<file path="config.mk">
export PLATFORM = sky130hd
export DESIGN_NAME = rect_fill_writer
export DESIGN_NICKNAME = d
export VERILOG_FILES = /design/src/rtl/rect_fill_writer.sv
export SDC_FILE = /design/constraint.sdc
export NUM_CORES = 1
export LEC_CHECK = 0
export ABC_AREA = 1
export CAP_MARGIN = 0
export CORE_MARGIN = 3
export CORE_UTILIZATION = 35
export DETAILED_ROUTE_END_ITERATION = 12
export GPL_ROUTABILITY_DRIVEN = 1
export MAX_ROUTING_LAYER = met4
export PLACE_DENSITY_LB_ADDON = 0.12
export REMOVE_ABC_BUFFERS = 1
export SYNTH_ARGS = -nofsm -noshare
export SYNTH_HDL_FRONTEND = slang
export SYNTH_SLANG_ARGS = --single-unit
</file>
<file path="constraint.sdc">
create_clock -name CLK -period 3.1 [get_ports CLK]
set_input_delay 0.62 -clock CLK [delete_from_list [all_inputs] [get_ports CLK]]
set_output_delay 0.62 -clock CLK [all_outputs]
set_load 0.02 [all_outputs]
</file>
<file path="src/rtl/rect_fill_writer.sv">
// Rectangle fill command to per-pixel frame-buffer write stream, one pixel per cycle.
// Optional screen clipping is enabled by defining RECT_CLIP_EN.
//
// state | meaning
// IDLE  | ready for a command
// FILL  | emitting pixel writes for the latched rectangle
// FIN   | one-cycle DONE pulse, then back to IDLE
module rect_fill_writer #(
    parameter int H_RES   = 640,
    parameter int V_RES   = 480,
    parameter int ADDR_W  = 19,
    parameter int DATA_W  = 24,
    parameter int COORD_W = 10
) (
    input  logic               CLK,
    input  logic               RST,
    input  logic               CMD_VALID,
    output logic               CMD_READY,
    input  logic [COORD_W-1:0] CMD_X,
    input  logic [COORD_W-1:0] CMD_Y,
    input  logic [COORD_W-1:0] CMD_W,
    input  logic [COORD_W-1:0] CMD_H,
    input  logic [DATA_W-1:0]  CMD_COLOR,
    output logic               WRITE_EN,
    input  logic               WRITE_STALL,
    output logic [ADDR_W-1:0]  WRITE_ADDR,
    output logic [DATA_W-1:0]  WRITE_DATA,
    output logic               BUSY,
    output logic               DONE
);

    // A visible frame must fit the write address space.
    if (H_RES * V_RES > (1 << ADDR_W)) begin : g_cfg_check
        $error("rect_fill_writer: H_RES*V_RES exceeds the ADDR_W address space");
    end

    typedef enum logic [1:0] {
        S_IDLE,
        S_FILL,
        S_FIN
    } state_t;

    localparam logic [COORD_W-1:0] ONE_C = COORD_W'(1);
    localparam logic [ADDR_W-1:0]  PITCH = ADDR_W'(H_RES);

    state_t             state, state_n;
    logic [COORD_W-1:0] col, col_n, row, row_n;
    logic [COORD_W-1:0] w_r, w_n, h_r, h_n;
    logic [COORD_W-1:0] w_eff, h_eff;
    logic [ADDR_W-1:0]  row_base, row_base_n, addr_n;
    logic [DATA_W-1:0]  data_n;
    logic               en_n, done_n;
    logic               accept, consume;

`ifdef RECT_CLIP_EN
    localparam int CW1 = COORD_W + 1;
    logic [CW1-1:0] x_ext, y_ext, x_end, y_end, w_clip, h_clip;

    // One extra bit so x+w cannot wrap before the compare against the screen edge.
    always_comb begin
        x_ext = CW1'(CMD_X);
        y_ext = CW1'(CMD_Y);
        x_end = x_ext + CW1'(CMD_W);
        y_end = y_ext + CW1'(CMD_H);
        if (x_ext >= CW1'(H_RES))
            w_clip = '0;
        else if (x_end > CW1'(H_RES))
            w_clip = CW1'(H_RES) - x_ext;
        else
            w_clip = CW1'(CMD_W);
        if (y_ext >= CW1'(V_RES))
            h_clip = '0;
        else if (y_end > CW1'(V_RES))
            h_clip = CW1'(V_RES) - y_ext;
        else
            h_clip = CW1'(CMD_H);
        w_eff = COORD_W'(w_clip);
        h_eff = COORD_W'(h_clip);
    end
`else
    assign w_eff = CMD_W;
    assign h_eff = CMD_H;
`endif

    assign CMD_READY = (state == S_IDLE) && !RST;
    assign BUSY      = (state != S_IDLE);
    assign accept    = CMD_READY && CMD_VALID;
    assign consume   = WRITE_EN && !WRITE_STALL;

    always_comb begin
        state_n    = state;
        col_n      = col;
        row_n      = row;
        w_n        = w_r;
        h_n        = h_r;
        row_base_n = row_base;
        addr_n     = WRITE_ADDR;
        data_n     = WRITE_DATA;
        en_n       = WRITE_EN;
        done_n     = 1'b0;
        case (state)
            S_IDLE: begin
                if (accept) begin
                    data_n     = CMD_COLOR;
                    w_n        = w_eff;
                    h_n        = h_eff;
                    col_n      = '0;
                    row_n      = '0;
                    row_base_n = ADDR_W'(CMD_Y) * PITCH + ADDR_W'(CMD_X);
                    addr_n     = row_base_n;
                    if (w_eff == '0 || h_eff == '0) begin
                        state_n = S_FIN;
                        en_n    = 1'b0;
                        done_n  = 1'b1;
                    end else begin
                        state_n = S_FILL;
                        en_n    = 1'b1;
                    end
                end
            end
            S_FILL: begin
                // Everything advances only when the sink takes the pixel.
                if (consume) begin
                    if (col == w_r - ONE_C) begin
                        col_n = '0;
                        if (row == h_r - ONE_C) begin
                            state_n = S_FIN;
                            en_n    = 1'b0;
                            done_n  = 1'b1;
                        end else begin
                            row_n      = row + ONE_C;
                            row_base_n = row_base + PITCH;
                            addr_n     = row_base_n;
                        end
                    end else begin
                        col_n  = col + ONE_C;
                        addr_n = row_base + ADDR_W'(col_n);
                    end
                end
            end
            S_FIN: begin
                state_n = S_IDLE;
            end
            default: begin
                state_n = S_IDLE;
                en_n    = 1'b0;
            end
        endcase
    end

    always_ff @(posedge CLK) begin
        if (RST) begin
            state      <= S_IDLE;
            col        <= '0;
            row        <= '0;
            w_r        <= '0;
            h_r        <= '0;
            row_base   <= '0;
            WRITE_EN   <= 1'b0;
            WRITE_ADDR <= '0;
            WRITE_DATA <= '0;
            DONE       <= 1'b0;
        end else begin
            state      <= state_n;
            col        <= col_n;
            row        <= row_n;
            w_r        <= w_n;
            h_r        <= h_n;
            row_base   <= row_base_n;
            WRITE_EN   <= en_n;
            WRITE_ADDR <= addr_n;
            WRITE_DATA <= data_n;
            DONE       <= done_n;
        end
    end

endmodule
</file>
==> results.tsv <==
stage	metric	value	unit
sta	slew_violations	0	
synth	ys_types	42	
global_routing	grt_pass1_wl	33.13	mm
power	clockPowerShare	29.8	%
power	pwr_density_cell	441.4	nW/um^2
sta	fin_crit_sh	92.70	%
cells_and_area	ff_latch_area	2123	sq um
power	p_leak	4.128	nW
synth	async_flop_share	0	%
synth	synth_edf_count	0	
sta	rsz0062_at_grt	false	
route	detail-route-antenna-nets	0	
sta	fmax	348.0	MHz
synth	syn_inst	1114	
cells_and_area	diodes	0	
worst_setup_path	cp_common_cell	nor2_1	
clock_network	hold_buffers	0	
clock_network	clockBufferDepth	2	
global_routing	antenna_found_initial	0	
worst_setup_path	slowest_delay	0.54	ns
route	via_per_inst	4.715	
power	ir_drop	0.2790	mV
clock_network	clk_latency	0.37	ns
floorplan	fp.dieH	149.1	um
cells_and_area	final_cell_mix	nand2_1 (300), nor2_1 (138), clkdlybuf4s50_1 (113), nand3_1 (109), dfxtp_1 (105)	
sta	hold_violations	0	
sta	period_needed	2.874	ns
floorplan	dieArea	22240	sq um
sta	setup_violations	0	
clock_network	htree_levels	3	
route	drt_iter0_drc	416	
worst_setup_path	arrival	3.14	ns
clock_network	cts_buffers	9	
place	place_congestion	0.8256	
synth	ys_seq_area_share	29.59	%
route	wl	19.76	mm
route	wl_per_cell	12.97	um
worst_setup_path	crit_chain	clkdlybuf4s50_1 -> ha_1 -> ha_1 -> fa_2 -> inv_1 -> nor2_1 -> nand2_1 -> nor3_1 -> buf_4 -> nand3_1 -> nand3_2 -> nand2_1 -> nor2_1 -> nor2_1	
place	dpl.cell_count	1507	
cells_and_area	drive_above_1_share	10.25	%
sta	final.setup_skew	0.01387	ns
outcome	status	finished clean	
global_routing	groute.usage.overall	18.70	%
synth	syn_area	7171	sq um
worst_setup_path	critPathLaunchType	input port	
flow_run	maxCapViolCount	0	
route	drt-pass1-iter-count	6	
sta	worst_slew_pin_slew	0.6269	ns
cells_and_area	num-fill-cells	2105	
global_routing	overflow	0	
place	portBuffers	114	
floorplan	rows	51	
cells_and_area	post-route-util	46.74	%
cells_and_area	area_growth	28.93	%
worst_setup_path	cp_slowest_cell	fa_2	
sta	final.setup.tns	0	ns
clock_network	cts_root_buffer	clkbuf_16	
sta	maxSlewHeadroom	58.21	%
cells_and_area	multi_input_area	4494	sq um
floorplan	fp.coreArea	19780	sq um
power	p_int	2.614	mW
worst_setup_path	worst-setup-path-type	input port to register	
place	dp_hpwl	14.72	mm
clock_network	cts_tree	done	
route	drcViolationCount	0	
floorplan	start_util	36.25	%
worst_setup_path	worstPathMaxFanout	4	
synth	ys.warnings.count	0	
power	p_switching	1.467	mW
sta	whs	0.4646	ns
global_routing	grt_pass1_vias	6747	
floorplan	die_w	149.1	um
synth	synth_flop_cell	dfxtp_1	
route	vias	7186	
clock_network	clk_pin_slew_worst_paths	0.09	ns
worst_hold_path	holdCritPathClass	register to register	
synth	syn_area_per_cell	6.437	sq um
cells_and_area	final_common_cell	nand2_1	
cells_and_area	finalNetCount	1360	
worst_setup_path	crit_required	3.36	ns
cells_and_area	instances_no_fill	1524	
global_routing	grt_start_max_net_pins	55	
power	switching_share	35.94	%
power	seqPwrFrac	38.1	%
floorplan	io_pins	115	
synth	synth-seq-cells	106	
power	combinationalPowerShare	32.1	%
clock_network	numClockSinks	106	
worst_setup_path	end_kind	register	
-- stage by stage --
step	setup slack (ns)	total power, mW	cell area [sq um]
finish	0.2262	4.081	9245
global route	0.003792	4.370	9245
CTS	0.08515	4.121	9178
detailed placement	-0.2289	2.886	8864
global placement	-0.1792	2.880	8864
floorplan	-1.121	2.364	6933
-- synthesized netlist by cell type, types with 2 or more instances --
cell type	count	share of area [%]
a21oi_1	93	6.5
buf_1	3	0.16
buf_2	2	0.14
buf_4	4	0.42
buf_6	5	0.79
clkbuf_1	28	1.5
clkbuf_2	2	0.14
dfxtp_1	106	30
fa_1	3	0.84
ha_1	35	6.1
inv_1	96	5.0
inv_2	6	0.31
nand2_1	301	16
nand2_2	3	0.26
nand2_4	3	0.47
nand3_1	111	7.7
nand3_2	2	0.28
nand3b_1	9	0.94
nand4_1	12	1.0
nor2_1	144	7.5
nor2_2	7	0.61
nor2_4	2	0.31
nor3_1	11	0.77
nor3b_1	2	0.21
nor4_1	6	0.52
o21a_1	3	0.31
o21ai_0	44	3.1
o21ai_1	3	0.21
o21ai_2	2	0.24
or2_2	5	0.44
xnor2_1	15	1.8
xor2_1	36	4.4
-- layer usage --
layer | vias up | part of all wire [%] | GRT usage (%)
met5 | - | 0 | -
met4 | 0 | 1.1 | 4.073
met3 | 17 | 3.4 | 3.130
met2 | 97 | 46 | 28.92
met1 | 3208 | 50 | 25.84
li1 | 3864 | - | -
-- state kept, by name, indices dropped and copies added (netlist names) --
| register | count |
|---|---|
| h_r | 10 |
| row_base | 19 |
| WRITE_EN | 1 |
| DONE | 1 |
| row | 10 |
| col | 10 |
| w_r | 10 |
| WRITE_DATA | 24 |
| state | 2 |
| WRITE_ADDR | 19 |
-- power by group through the flow --
stage	registers, mW	clock network (mW)	logic [mW]
6_report	1.56	1.22	1.31
4_1_cts	1.56	1.26	1.31
3_5_place_dp	1.59	0	1.30
2_1_floorplan	1.63	0	0.732
3_3_place_gp	1.58	0	1.29
5_1_grt	1.57	1.32	1.48
-- cell families after synthesis --
group,share of synthesized area [%]
buffers and inverters,8.655
flip-flops,29.59
adder cells (fa/ha/maj),6.945
AND/OR/NAND/NOR,37.50
XOR/XNOR,6.229
AO/OA/AOI/OAI,11.08
-- area by class of cell --
| class | count | share of cell area, % |
|---|---|---|
| timing repair buffer | 174 | 17.30 |
| inverter | 102 | 4.141 |
| clock buffer | 9 | 2.436 |
| tap | 265 | 3.586 |
| multi-input combinational | 861 | 48.61 |
| clock inverter | 7 | 0.9609 |
| sequential | 106 | 22.97 |
-- worst paths after layout --
kind,from,endpoint,slack [ns],cells past startpoint
worst max-delay path,CMD_Y[1],row_base[17],0.23,14
worst min-delay path,WRITE_DATA[14],WRITE_DATA[14],0.46,2
worst max register to register,col[1],WRITE_ADDR[12],0.32,18
worst min register to register,WRITE_DATA[14],WRITE_DATA[14],0.46,2
-- what timing repair did --
item / in CTS / in global routing
hold endpoints to repair: 0 / 0
setup buffers: 0 / 1
endpoints found under the setup margin: 0 / 13
resized for setup: 0 / 17
-- worst max-delay path, delay by kind of cell --
kind          cells  cell delay [ns]
simple gates      8             0.79
buf+inv           3             0.65
fa+ha+maj         3             1.08
No activity file was read; power rests on OpenSTA's default activity.
